===== src/rtl/seg_disp_pkg.sv =====
// Shared types and BCD helpers for the seven-segment display arbiter.
package seg_disp_pkg;

  typedef enum logic [1:0] {IDLE, OWN, GAP} arb_state_t;

  localparam int BCD_W  = 4;
  localparam int DIGITS = 4;
  localparam logic [BCD_W-1:0] BCD_MAX = 4'd9;

  function automatic logic [BCD_W-1:0] bcd_clamp(input logic [BCD_W-1:0] n);
    return (n > BCD_MAX) ? BCD_MAX : n;
  endfunction

endpackage


===== src/rtl/seg_display_arbiter_rr_picker.sv =====
// Round-robin pick: first set request at or above ptr, wrapping modulo NUM_SRC.
module rr_picker #(
  parameter int NUM_SRC = 4
) (
  input  logic [NUM_SRC-1:0] req,
  input  logic [2:0]         ptr,
  output logic [2:0]         idx,
  output logic               found
);

  logic [2*NUM_SRC-1:0] dbl;
  logic [NUM_SRC-1:0]   rot;
  logic [2:0]           k;
  int                   s;

  // Rotating a doubled vector puts the pointer's source at bit 0.
  assign dbl = {req, req};
  assign rot = NUM_SRC'(dbl >> ptr);

  always_comb begin
    k     = '0;
    found = 1'b0;
    for (int i = NUM_SRC - 1; i >= 0; i--) begin
      if (rot[i]) begin
        k     = 3'(i);
        found = 1'b1;
      end
    end
  end

  always_comb begin
    s = int'(ptr) + int'(k);
    if (s >= NUM_SRC) s = s - NUM_SRC;
    idx = 3'(s);
  end

endmodule


===== src/rtl/seg_display_arbiter.sv =====
// Round-robin owner of the shared 4-digit display with minimum hold time.
// Optional SRC0_PREEMPT_EN: source 0 preempts any other owner on its request edge.
module seg_display_arbiter
  import seg_disp_pkg::*;
#(
  parameter int NUM_SRC    = 4,
  parameter int TICK_DIV   = 50000000,
  parameter int HOLD_TICKS = 3
) (
  input  logic                   CLK,
  input  logic                   RST,
  input  logic [NUM_SRC-1:0]     req,
  input  logic [16*NUM_SRC-1:0]  bcd_in,
  output logic [NUM_SRC-1:0]     grant,
  output logic [2:0]             owner,
  output logic                   active,
  output logic [3:0]             units,
  output logic [3:0]             tens,
  output logic [3:0]             hundreds,
  output logic [3:0]             thousands,
  output logic                   bcd_err
);

  localparam int PW    = (TICK_DIV > 1) ? $clog2(TICK_DIV) : 1;
  localparam int HW    = $clog2(HOLD_TICKS + 1);
  localparam int SLOTS = 8;
  localparam logic [PW-1:0] TICK_LAST = PW'(TICK_DIV - 1);
  localparam logic [HW-1:0] HOLD_MAX  = HW'(HOLD_TICKS);

  arb_state_t                          state;
  logic [2:0]                          rr_ptr, pick_idx;
  logic                                pick_found;
  logic [PW-1:0]                       presc;
  logic [HW-1:0]                       hold_cnt, hold_nxt;
  logic                                tick, other_req, release_own, hold_exit;
  logic                                preempt, force_q;
  logic [SLOTS-1:0]                    req_ext;
  logic [SLOTS-1:0][DIGITS*BCD_W-1:0]  bcd_arr;
  logic [DIGITS-1:0][BCD_W-1:0]        sel, sel_clamp, dig_q;
  logic                                sel_bad;

  // Pad the per-source vectors to 8 slots so a 3-bit owner indexes them cleanly.
  for (genvar g = 0; g < SLOTS; g++) begin : g_slot
    if (g < NUM_SRC) begin : g_src
      assign bcd_arr[g] = bcd_in[16*g +: 16];
    end else begin : g_pad
      assign bcd_arr[g] = '0;
    end
  end

  assign req_ext = SLOTS'(req);
  assign sel     = bcd_arr[owner];

  always_comb begin
    sel_clamp = '0;
    sel_bad   = 1'b0;
    for (int d = 0; d < DIGITS; d++) begin
      sel_clamp[d] = bcd_clamp(sel[d]);
      if (sel[d] > BCD_MAX) sel_bad = 1'b1;
    end
  end

  assign tick        = (presc == TICK_LAST);
  assign hold_nxt    = (tick && hold_cnt != HOLD_MAX) ? hold_cnt + HW'(1) : hold_cnt;
  assign other_req   = |(req & ~grant);
  assign release_own = !req_ext[owner];
  // Expiry is judged on the post-tick count so the owner gets exactly HOLD_TICKS ticks.
  assign hold_exit   = (hold_nxt == HOLD_MAX) && other_req;

  rr_picker #(.NUM_SRC(NUM_SRC)) u_pick (
    .req   (req),
    .ptr   (rr_ptr),
    .idx   (pick_idx),
    .found (pick_found)
  );

  function automatic logic [2:0] ptr_after(input logic [2:0] idx);
    return (int'(idx) == NUM_SRC - 1) ? 3'd0 : idx + 3'd1;
  endfunction

`ifdef SRC0_PREEMPT_EN
  logic req0_q;

  always_ff @(posedge CLK) begin
    if (RST) req0_q <= 1'b0;
    else     req0_q <= req[0];
  end

  assign preempt = (state == OWN) && (owner != 3'd0) && req[0] && !req0_q;
`else
  assign preempt = 1'b0;
`endif

  always_ff @(posedge CLK) begin
    if (RST) begin
      state    <= IDLE;
      grant    <= '0;
      owner    <= '0;
      active   <= 1'b0;
      dig_q    <= '0;
      bcd_err  <= 1'b0;
      rr_ptr   <= '0;
      presc    <= '0;
      hold_cnt <= '0;
      force_q  <= 1'b0;
    end else begin
      bcd_err <= 1'b0;
      case (state)
        IDLE: begin
          if (pick_found) begin
            owner    <= pick_idx;
            grant    <= NUM_SRC'(1) << pick_idx;
            active   <= 1'b1;
            rr_ptr   <= ptr_after(pick_idx);
            presc    <= '0;
            hold_cnt <= '0;
            state    <= OWN;
          end
        end
        OWN: begin
          dig_q    <= sel_clamp;
          bcd_err  <= sel_bad;
          presc    <= tick ? '0 : presc + PW'(1);
          hold_cnt <= hold_nxt;
          if (release_own || preempt || hold_exit) begin
            grant   <= '0;
            active  <= 1'b0;
            force_q <= preempt;
            state   <= GAP;
          end
        end
        GAP: begin
          force_q  <= 1'b0;
          presc    <= '0;
          hold_cnt <= '0;
          // A forced pick of source 0 leaves the round-robin pointer alone.
          if (force_q && req[0]) begin
            owner  <= 3'd0;
            grant  <= NUM_SRC'(1);
            active <= 1'b1;
            state  <= OWN;
          end else if (pick_found) begin
            owner  <= pick_idx;
            grant  <= NUM_SRC'(1) << pick_idx;
            active <= 1'b1;
            rr_ptr <= ptr_after(pick_idx);
            state  <= OWN;
          end else begin
            state  <= IDLE;
          end
        end
        default: state <= IDLE;
      endcase
    end
  end

  assign units     = dig_q[0];
  assign tens      = dig_q[1];
  assign hundreds  = dig_q[2];
  assign thousands = dig_q[3];

endmodule


===== config.mk =====
export PLATFORM = sky130hd
export DESIGN_NAME = seg_display_arbiter
export DESIGN_NICKNAME = d
export VERILOG_FILES = /design/src/rtl/seg_disp_pkg.sv /design/src/rtl/seg_display_arbiter_rr_picker.sv /design/src/rtl/seg_display_arbiter.sv
export SDC_FILE = /design/constraint.sdc
export NUM_CORES = 1
export LEC_CHECK = 0
export BUFFER_PORTS_ARGS = -buffer_cell sky130_fd_sc_hd__buf_2
export CAP_MARGIN = 10
export CORE_MARGIN = 4
export CORE_UTILIZATION = 35
export DETAILED_ROUTE_END_ITERATION = 16
export GPL_TIMING_DRIVEN = 1
export PLACE_DENSITY = 0.65
export REMOVE_ABC_BUFFERS = 1
export SKIP_LAST_GASP = 1
export SYNTH_ARGS = -nofsm -noshare
export SYNTH_HDL_FRONTEND = slang
export SYNTH_SLANG_ARGS = --single-unit

===== constraint.sdc =====
create_clock -name CLK -period 7.5 [get_ports CLK]
set_clock_uncertainty 0.05 [all_clocks]
set_input_delay 0.75 -clock CLK [delete_from_list [all_inputs] [get_ports CLK]]
set_output_delay 0.75 -clock CLK [all_outputs]
set_load 0.005 [all_outputs]

# After elaboration in Yosys (flattened, before gate mapping)
# Cells that the tools add are included.
[word_totals]
register_bits = 59
inputBits = 70
word_cells = 102
[classes]
shift = 2
n_reduce_logical = 16
n_addsub = 5
n_lt_le_gt_ge = 6
n_eq_ne = 9
mux = 48
n_bitwise = 3
[op_table]
columns = ["operator", "count"]
rows = [
  ["one-hot mux 26 bit (3 select lines)", 1],
  ["two-way mux 26 bit", 2],
  ["binary-select mux 16 bit (select 3 bit)", 1],
  ["two-way mux 4 bit", 7],
  ["adder 26 x 1 -> 26 bit (second input constant)", 1],
  ["equality test 26 bit (second input constant)", 1],
  ["two-way mux 3 bit", 6],
  ["> comparator 4 bit (second input constant)", 4],
  ["two-way mux 16 bit", 1],
  ["two-way mux 2 bit", 8],
  ["two-way mux 1 bit", 14],
  ["one-hot mux 2 bit (3 select lines)", 2],
  ["one-hot mux 3 bit (2 select lines)", 2],
  ["one-hot mux 4 bit (3 select lines)", 1],
  ["AND reduction 2 bit", 5],
  ["!= test 2 bit (second input constant)", 4],
  ["right shift 8 x 3 -> 4 bit", 1],
  ["adder 3 x 2 -> 4 bit", 1],
  ["AND 4 bit", 1],
  ["equality test 2 bit (second input constant)", 2],
  [">= comparator 4 x 3 -> 1 bit (second input constant)", 1],
  ["< comparator 3 x 4 -> 1 bit (second input constant)", 1],
  ["NOT 4 bit", 1],
  ["nonzero test 2 bit", 2],
  ["other kinds (17)", 19],
]

# Longest topological paths before layout
# Gate-level depths: netlist of run 1.
[depth]
depth_word = 13
depth_mapped = 12

# Modules after synthesis
# From an unflattened synthesis of run 1, not the netlist that was laid out.
[unflattened]
cells_unflattened = 393
hier_area_um2 = 3434.5
[modules_own_cells]
columns = ["mod", "n_inst", "area_per_inst_um2", "seq_area_each_um2", "cells_per_inst"]
rows = [
  ["seg_display_arbiter", 1, 3198.1, 1161.1, 362],
  ["rr_picker", 1, 236.5, 0.0, 31],
]

# Worst setup path before layout of run 1
# No wires, ideal clock.
[synth_timing]
kind = "input-to-reg"
start = "input port req[2]"
end = "register rr_ptr[2]"
cell_stages = 7
required_time_ns = 7.379
slack_ns = 4.507
t_arrival_ns = 2.872
path_cell_list = "mux2_2 -> or2_2 -> o31ai_1 -> fa_1 -> ha_1 -> or3_1 -> a21oi_1"
[synth_between]
elab_chain_cells = 13
word_cells_on_any_way = 19
classes_between = "add/sub: 3; order compare: 1; eq/ne: 1; shift: 1; mux: 13"
[synth_rtl]
columns = ["item", "line", "text"]
rows = [
  ["start: declaration", "seg_display_arbiter.sv:12", "input logic [NUM_SRC-1:0] req,"],
  ["right shift 8 x 3 -> 4 bit *", "seg_display_arbiter_rr_picker.sv:18", "assign rot = NUM_SRC'(dbl >> ptr);"],
  ["two-way mux 2 bit (3 in series)", "seg_display_arbiter_rr_picker.sv:24", "if (rot[i]) begin"],
  ["two-way mux 2 bit *", "seg_display_arbiter_rr_picker.sv:24", ""],
  ["adder 3 x 2 -> 4 bit *", "seg_display_arbiter_rr_picker.sv:32", "s = int'(ptr) + int'(k);"],
  [">= comparator 4 x 3 -> 1 bit / subtractor 3 bit (equally long branches)", "seg_display_arbiter_rr_picker.sv:33", "if (s >= NUM_SRC) s = s - NUM_SRC;"],
  ["two-way mux 3 bit *", "seg_display_arbiter_rr_picker.sv:33", ""],
  ["named net pick_idx[1]", "seg_display_arbiter.sv:31", "logic [2:0] rr_ptr, pick_idx;"],
  ["adder 3 x 1 -> 3 bit / equality test 3 bit (equally long branches)", "seg_display_arbiter.sv:78", "return (int'(idx) == NUM_SRC - 1) ? 3'd0 : idx + 3'd1;"],
  ["two-way mux 3 bit *", "seg_display_arbiter.sv:78", ""],
  ["two-way mux 3 bit *", "seg_display_arbiter.sv:110, seg_display_arbiter.sv:142", ""],
  ["two-way mux 3 bit", "seg_display_arbiter.sv:137", "if (force_q && req[0]) begin"],
  ["one-hot mux 3 bit (2 select lines) *", "seg_display_arbiter.sv:108", "case (state)"],
  ["end signal: assignment", "seg_display_arbiter.sv:114", "rr_ptr <= ptr_after(pick_idx);"],
  ["end signal: assignment", "seg_display_arbiter.sv:146", "rr_ptr <= ptr_after(pick_idx);"],
  ["end: declaration", "seg_display_arbiter.sv:31", ""],
]
# Mark *: on every way through the listed nets, which the timed path passes. The rest lies on a longest branch. The select of a mux whose other input is x is not followed.
# A chain may end at the register's enable or synchronous reset.

# Worst setup path in the final report of run 1
[layout_timing]
start = "register rr_ptr[0]"
end = "register rr_ptr[2]"
[layout_between]
elab_chain_cells = 13
word_cells_on_any_way = 19
classes_between = "add/sub: 3; order compare: 1; eq/ne: 1; shift: 1; mux: 13"
[layout_rtl]
columns = ["item", "line"]
rows = [
  ["right shift 8 x 3 -> 4 bit", "seg_display_arbiter_rr_picker.sv:18"],
  ["two-way mux 2 bit (4 in series)", "seg_display_arbiter_rr_picker.sv:24"],
  ["adder 3 x 2 -> 4 bit *", "seg_display_arbiter_rr_picker.sv:32"],
  [">= comparator 4 x 3 -> 1 bit / subtractor 3 bit (equally long branches)", "seg_display_arbiter_rr_picker.sv:33"],
  ["two-way mux 3 bit *", "seg_display_arbiter_rr_picker.sv:33"],
  ["named net pick_idx[1]", "seg_display_arbiter.sv:31"],
  ["adder 3 x 1 -> 3 bit / equality test 3 bit (equally long branches)", "seg_display_arbiter.sv:78"],
  ["two-way mux 3 bit *", "seg_display_arbiter.sv:78"],
  ["two-way mux 3 bit *", "seg_display_arbiter.sv:110, seg_display_arbiter.sv:142"],
  ["two-way mux 3 bit", "seg_display_arbiter.sv:137"],
  ["one-hot mux 3 bit (2 select lines) *", "seg_display_arbiter.sv:108"],
]
# Marked as above.

==> results.toml, run 1 <==
[routing]
ant_nets = 0
drt_first_iter_violations = 178
routed_wirelength_um = 9030
avgRoutedWirePerCell_um = 14.61
drtPass1Iterations = 4
via_per_inst = 5.417
vias = 3348
drc_errors = 0

[clocking]
clock-sinks = 58
cts_tree = "built"
clk_latency_ns = 0.35
clockBufferDepth = 2
cts_hold_buf = 0
cts_setup_buffers = 0
cts_max_level = 3
post_cts_resized = 0
cts_root_buf = "clkbuf_8"
numCtsBuffers = 9
clk_pin_slew_ns = 0.08

[global_route]
antenna_found_initial = 0
grt_pass1_wl_um = 15410
grt_pass1_vias = 3242
grt.overflow.total = 0
grtUsageTotal_pct = 16.37
grt_max_degree = 38

[setup_path]
end_kind = "flop"
reg2reg_depth = 7
r2r-end = "rr_ptr[2]$_SDFFE_PP0P_"
r2r_slack_ns = 4.51
crit_start = "rr_ptr[0]$_SDFFE_PP0P_"
arrival_ns = 3.21
timing.rr.start = "rr_ptr[0]$_SDFFE_PP0P_"
crit_type = "reg -> reg"
cp-endpoint = "rr_ptr[2]$_SDFFE_PP0P_"
worstPathMaxFanout = 10
crit_path_start_kind = "flop"
critical_path_required_ns = 7.72

[synthesis]
ys_seq_area_share_pct = 32.88
synthXorXnorAreaFrac_pct = 1.488
yosys_warnings = 0
synth_top_family_by_area = "simple AND/OR/NAND/NOR gates"
synth_compound_area_share_pct = 20.34
synthArstFlopShare_pct = 0
yosys.area.top_type = "dfxtp_1"
syn-cell-area_um2 = 3531
synth-adder-area-share_pct = 3.402
synth_edf_count = 0
synthSimpleGateAreaFrac_pct = 25.12
yosys.cell_types.count = 62
synth_common_cells = "dfxtp_1 (58), nand2_1 (49), a21oi_1 (36)"
synthMuxAreaShare_pct = 13.18
synth_top_cell_area_share_pct = 32.88
synth_seq_cells = 58
yosysMostFrequentCell = "dfxtp_1"
avgSynthCellArea_um2 = 8.916
yosys-top-cells-area = "dfxtp_1 (33%), mux4_2 (11%), nand2_1 (5.2%)"
synthFlopType = "dfxtp_1"
postSynthCellCount = 396

[timing]
fmax_ghz = 0.3346
finalSetupTns_ns = 0
fin_crit_sh_pct = 39.85
setup_ws_ns = 4.511
setup_viol = 0
tightest_slew_ns = 0.9888
hold_viol = 0
rsz0062_at_grt = "no"
slew_viol_final = 0
slew_headroom_pct = 33.78
min_period_ns = 2.989

[floorplan]
fp.dieArea_um2 = 11760
ios = 95
row_count = 36
die_h_um = 108.4
initial_utilization_pct = 35.96
die_w_um = 108.4
core_um2 = 9819

[cells_and_area]
fin_util_pct = 43.76
nFillCells = 1005
drive_above_1_share_pct = 30.10
area_delta_synth_final_pct = 21.69
final_net_count = 560
antenna_cells = 0

[power]
powerDensity_nw_per_um2 = 274.9
peakVddDrop_uv = 118.1
leakage_uw = 0.001723

[place]
place.gp.congestion = 0.8502
dp_hpwl_um = 6707
preCtsSetupSlack_ns = 4.231
portBuffers = 94

[hold_path]
hold_class = "reg -> reg"

[run_status]
status = "finished clean"

[run]
maxCapViolations = 0
[how the worst min path moves through the flow]
| stage | slack, ns | end | depth (start not counted) | start |
|---|---|---|---|---|
| global route | 0.43 | thousands[2]$_SDFFE_PP0P_ | 2 | thousands[2]$_SDFFE_PP0P_ |
| CTS | 0.41 | presc[25]$_SDFFE_PP0P_ | 1 | presc[25]$_SDFFE_PP0P_ |
| global placement | 0.39 | units[2]$_SDFFE_PP0P_ | 2 | units[2]$_SDFFE_PP0P_ |
| floorplan | 0.38 | presc[25]$_SDFFE_PP0P_ | 1 | presc[25]$_SDFFE_PP0P_ |
| finish | 0.41 | units[3]$_SDFFE_PP0P_ | 2 | units[3]$_SDFFE_PP0P_ |
| detailed placement | 0.40 | units[3]$_SDFFE_PP0P_ | 2 | units[3]$_SDFFE_PP0P_ |
[routing by layer]
layer	vias to the layer above	global-route usage (%)	part of all wire, %
li1	1654	-	-
met5	-	0	0
met1	1589	21.26	45
met4	0	5.681	2.0
met3	15	3.761	4.9
met2	90	26.70	49
[logic make-up (layout without fill, tap and decap cells)]
family	after synthesis	count (layout)
AO/OA/AOI/OAI	100	100
XOR/XNOR	6	6
adder cells (fa/ha/maj)	9	9
buffers and inverters	31	120
flip-flops	58	58
multiplexers	25	25
AND/OR/NAND/NOR	167	167
[cells in the final DEF, fill, tap and decap left out, drive strengths merged, types with 9 or more instances in the layout]
cell type,count
buf,96
dfxtp,58
nand2,49
a21oi,37
nor2,23
nand3,22
mux4,17
nand2b,15
clkbuf,13
o21ai,12
a22o,11
nand4,10
inv,9
a31oi,9
[sequential cells by signal (all words and copies together) (netlist names)]
signal	count
owner	3
state	2
hundreds	4
rr_ptr	3
tens	4
active	1
hold_cnt	2
units	4
grant	4
bcd_err	1
thousands	4
presc	26
[where the power goes]
part | switching [uW] | leakage (uW) | internal [uW]
sequential | 57.2 | 0.000472 | 355
combinational | 239 | 0.00115 | 227
clock | 125 | 0.000106 | 179
total | 420 | 0.00172 | 760
[worst max-delay path: stages, from the launching register on]
cell     delay, ns
dfxtp_1       0.51
mux2_2        0.40
or2_2         0.29
o31ai_1       0.34
fa_1          0.55
ha_1          0.26
or3_1         0.37
a21oi_1       0.14
[per-stage QoR]
stage               power, uW  area [um2]  hold slack (ns)  instances
floorplan               739.1        3438           0.3812        374
detailed placement      889.2        4093           0.3970        603
global placement        875.5        4093           0.3893        603
global route             1269        4297           0.4261        618
finish                   1181        4297           0.4056        618
CTS                      1195        4297           0.4073        618
[cell type report]
type                            count  area (um2)  area share (%)
Multi-Input combinational cell    307        2246           52.27
Sequential cell                    58        1161           27.02
Timing Repair Buffer               96       485.5           11.30
Clock buffer                       13       168.9           3.931
Tap cell                          133       166.4           3.873
Clock inverter                      2       35.03          0.8154
Inverter                            9       33.78          0.7863
(Power assumes the default switching activity.)
==> run 2, diff against run 1 <==
--- a/config.mk
+++ b/config.mk
@@ -11,7 +11,7 @@
 export CORE_UTILIZATION = 35
 export DETAILED_ROUTE_END_ITERATION = 16
 export GPL_TIMING_DRIVEN = 1
-export PLACE_DENSITY = 0.65
+export PLACE_DENSITY = 0.67
 export REMOVE_ABC_BUFFERS = 1
 export SKIP_LAST_GASP = 1
 export SYNTH_ARGS = -nofsm -noshare
==> constraint.sdc (replaced) <==
create_clock -name CLK -period 2.7 [get_ports CLK]
set_clock_uncertainty 0.05 [all_clocks]
set_input_delay 0.27 -clock CLK [delete_from_list [all_inputs] [get_ports CLK]]
set_output_delay 0.27 -clock CLK [all_outputs]
set_load 0.005 [all_outputs]
==> run 2 against run 1 <==
Via count is 1.4% higher. Worst hold slack got worse by 0.15 ns. Sequential power rose to 2.6 times the previous value. Combinational power grew to 3.2 times the previous value. Largest cell class unchanged. Flip-flop and latch count stayed put. Non-clock buffer count rose by 18. Critical path depth grew 4.
==> results.toml, run 2 (synthesis gave the netlist of run 1 again) <==
[run_status]
status = "finished clean"

[power]
seq_power_share_pct = 33.1
switching_share_pct = 36.81
power.share.clock_pct = 21.4
intPower_uw = 2071
p_switching_uw = 1206
leakage_uw = 0.001800
p_comb_share_pct = 45.5
powerDensity_nw_per_um2 = 738.2
peakVddDrop_uv = 354.6
p_total_uw = 3277

[clocking]
clockBufferDepth = 2
clock-sinks = 58
cts_root_buf = "clkbuf_8"
cts_tree = "built"
clk_latency_ns = 0.34
numCtsBuffers = 9
cts_max_level = 3
clk_pin_slew_ns = 0.07

[floorplan]
fp.dieArea_um2 = 11760
initial_utilization_pct = 35.96
die_w_um = 108.4
row_count = 36
ios = 95
core_um2 = 9819
die_h_um = 108.4

[timing]
tightest_slew_ns = 1.017
slew_viol_final = 0
fin_crit_sh_pct = 95.08
min_period_ns = 2.567
rsz0062_at_grt = "no"
slew_headroom_pct = 32.19
hold_viol = 0
setup_viol = 0
fmax_ghz = 0.3895

[setup_path]
worstPathMaxFanout = 7
crit_type = "reg -> reg"
end_kind = "flop"
arrival_ns = 2.79
cp_common_cell = "ha_2"
critical_path_required_ns = 2.93
critical-path-slowest-cell = "fa_1"
r2r_slack_ns = 0.13
crit_chain = "buf_4 > nand2_2 > o22ai_1 > a21o_1 > a211oi_2 > nor2_1 > ha_2 > fa_1 > ha_2 > or3_1 > a21oi_1"
crit_path_start_kind = "flop"
slowest_delay_ns = 0.53

[global_route]
grt_pass1_wl_um = 15380
grtUsageTotal_pct = 16.28
antenna_found_initial = 0
grt_max_degree = 26
grt.overflow.total = 0
grt_pass1_vias = 3169

[routing]
drt_first_iter_violations = 174
via_per_inst = 5.330
routed_wirelength_um = 9194
avgRoutedWirePerCell_um = 14.43
ant_nets = 0
vias = 3395
drc_errors = 0
drtPass1Iterations = 4

[run]
maxCapViolations = 0

[cells_and_area]
antenna_cells = 0
final_cell_mix = "buf_2 (94), dfxtp_1 (57), nand2_1 (48)"
final_net_count = 578
nFillCells = 997
final_area_um2 = 4439
drive_above_1_share_pct = 33.93
area_delta_synth_final_pct = 25.73
largest_reg_flops = 26
top_register = "presc"
final_common_cell = "buf_2"

[place]
place.gp.congestion = 0.8593
portBuffers = 94
place_area_um2 = 4210
dp_hpwl_um = 7088

[hold_path]
hold_class = "in -> reg"
[run 2: power by group through the flow]
| stage | sequential, uW | clock [uW] | combinational, uW |
|---|---|---|---|
| after floorplan | 1190 | 0 | 865 |
| after global placement | 1090 | 0 | 1410 |
| after CTS | 1080 | 723 | 1470 |
| after detailed placement | 1100 | 0 | 1450 |
| after global routing | 1100 | 762 | 1650 |
| final | 1080 | 701 | 1490 |
[run 2: per-stage QoR]
stage | cells | hold WS, ns | TNS, ns | setup WS (ns) | utilization [%]
global placement | 619 | 0.3881 | -0.07746 | -0.07746 | 42.88
floorplan | 374 | 0.2846 | -1.506 | -0.1524 | -
finish | 637 | 0.2542 | 0 | 0.1328 | 45.21
global route | 637 | 0.2638 | 0 | 0.001934 | 45.21
CTS | 635 | 0.2345 | 0 | 0.004991 | 44.83
detailed placement | 619 | 0.3975 | -0.1618 | -0.1606 | 42.88
[run 2: final cells by class]
cell class	count	area (um2)	share of cell area, %
inverter	9	33.78	0.7610
sequential	58	1165	26.24
tap	133	166.4	3.749
clock buffer	11	141.4	3.185
multi-input combinational	307	2278	51.32
timing repair buffer	114	624.3	14.06
clock inverter	5	30.03	0.6764
[run 2: worst paths after layout]
kind,startpoint,end,depth (start not counted)
worst max-delay path,rr_ptr[0]$_SDFFE_PP0P_,rr_ptr[2]$_SDFFE_PP0P_,11
worst min register to register,hundreds[3]$_SDFFE_PP0P_,hundreds[3]$_SDFFE_PP0P_,2
worst min-delay path,RST,owner[2]$_SDFFE_PP0P_,2
worst max register to register,rr_ptr[0]$_SDFFE_PP0P_,rr_ptr[2]$_SDFFE_PP0P_,11
[run 2: repair_timing]
item / in CTS / in global routing
buffers inserted: 0 / 2
hold buffers: 0 / 0
resized for setup: 4 / 7
pin swaps: 0 / 8
endpoints found under the setup margin: 4 / 3
[run 2: layer usage]
layer	GRT usage (%)	vias up	routed length (um)
met2	27.18	85	4418
met4	5.230	0	127
met5	0	-	0
met1	21.30	1606	4224
met3	2.925	9	423
li1	-	1695	-
[run 2: worst max-delay path, delay by kind of cell, from the launching register on]
family                   cells  cell delay (ns)
AO/OA/AOI/OAI                4             0.53
flip-flops                   1             0.37
adder cells (fa/ha/maj)      3             0.94
AND/OR/NAND/NOR              3             0.47
buffers and inverters        1             0.15
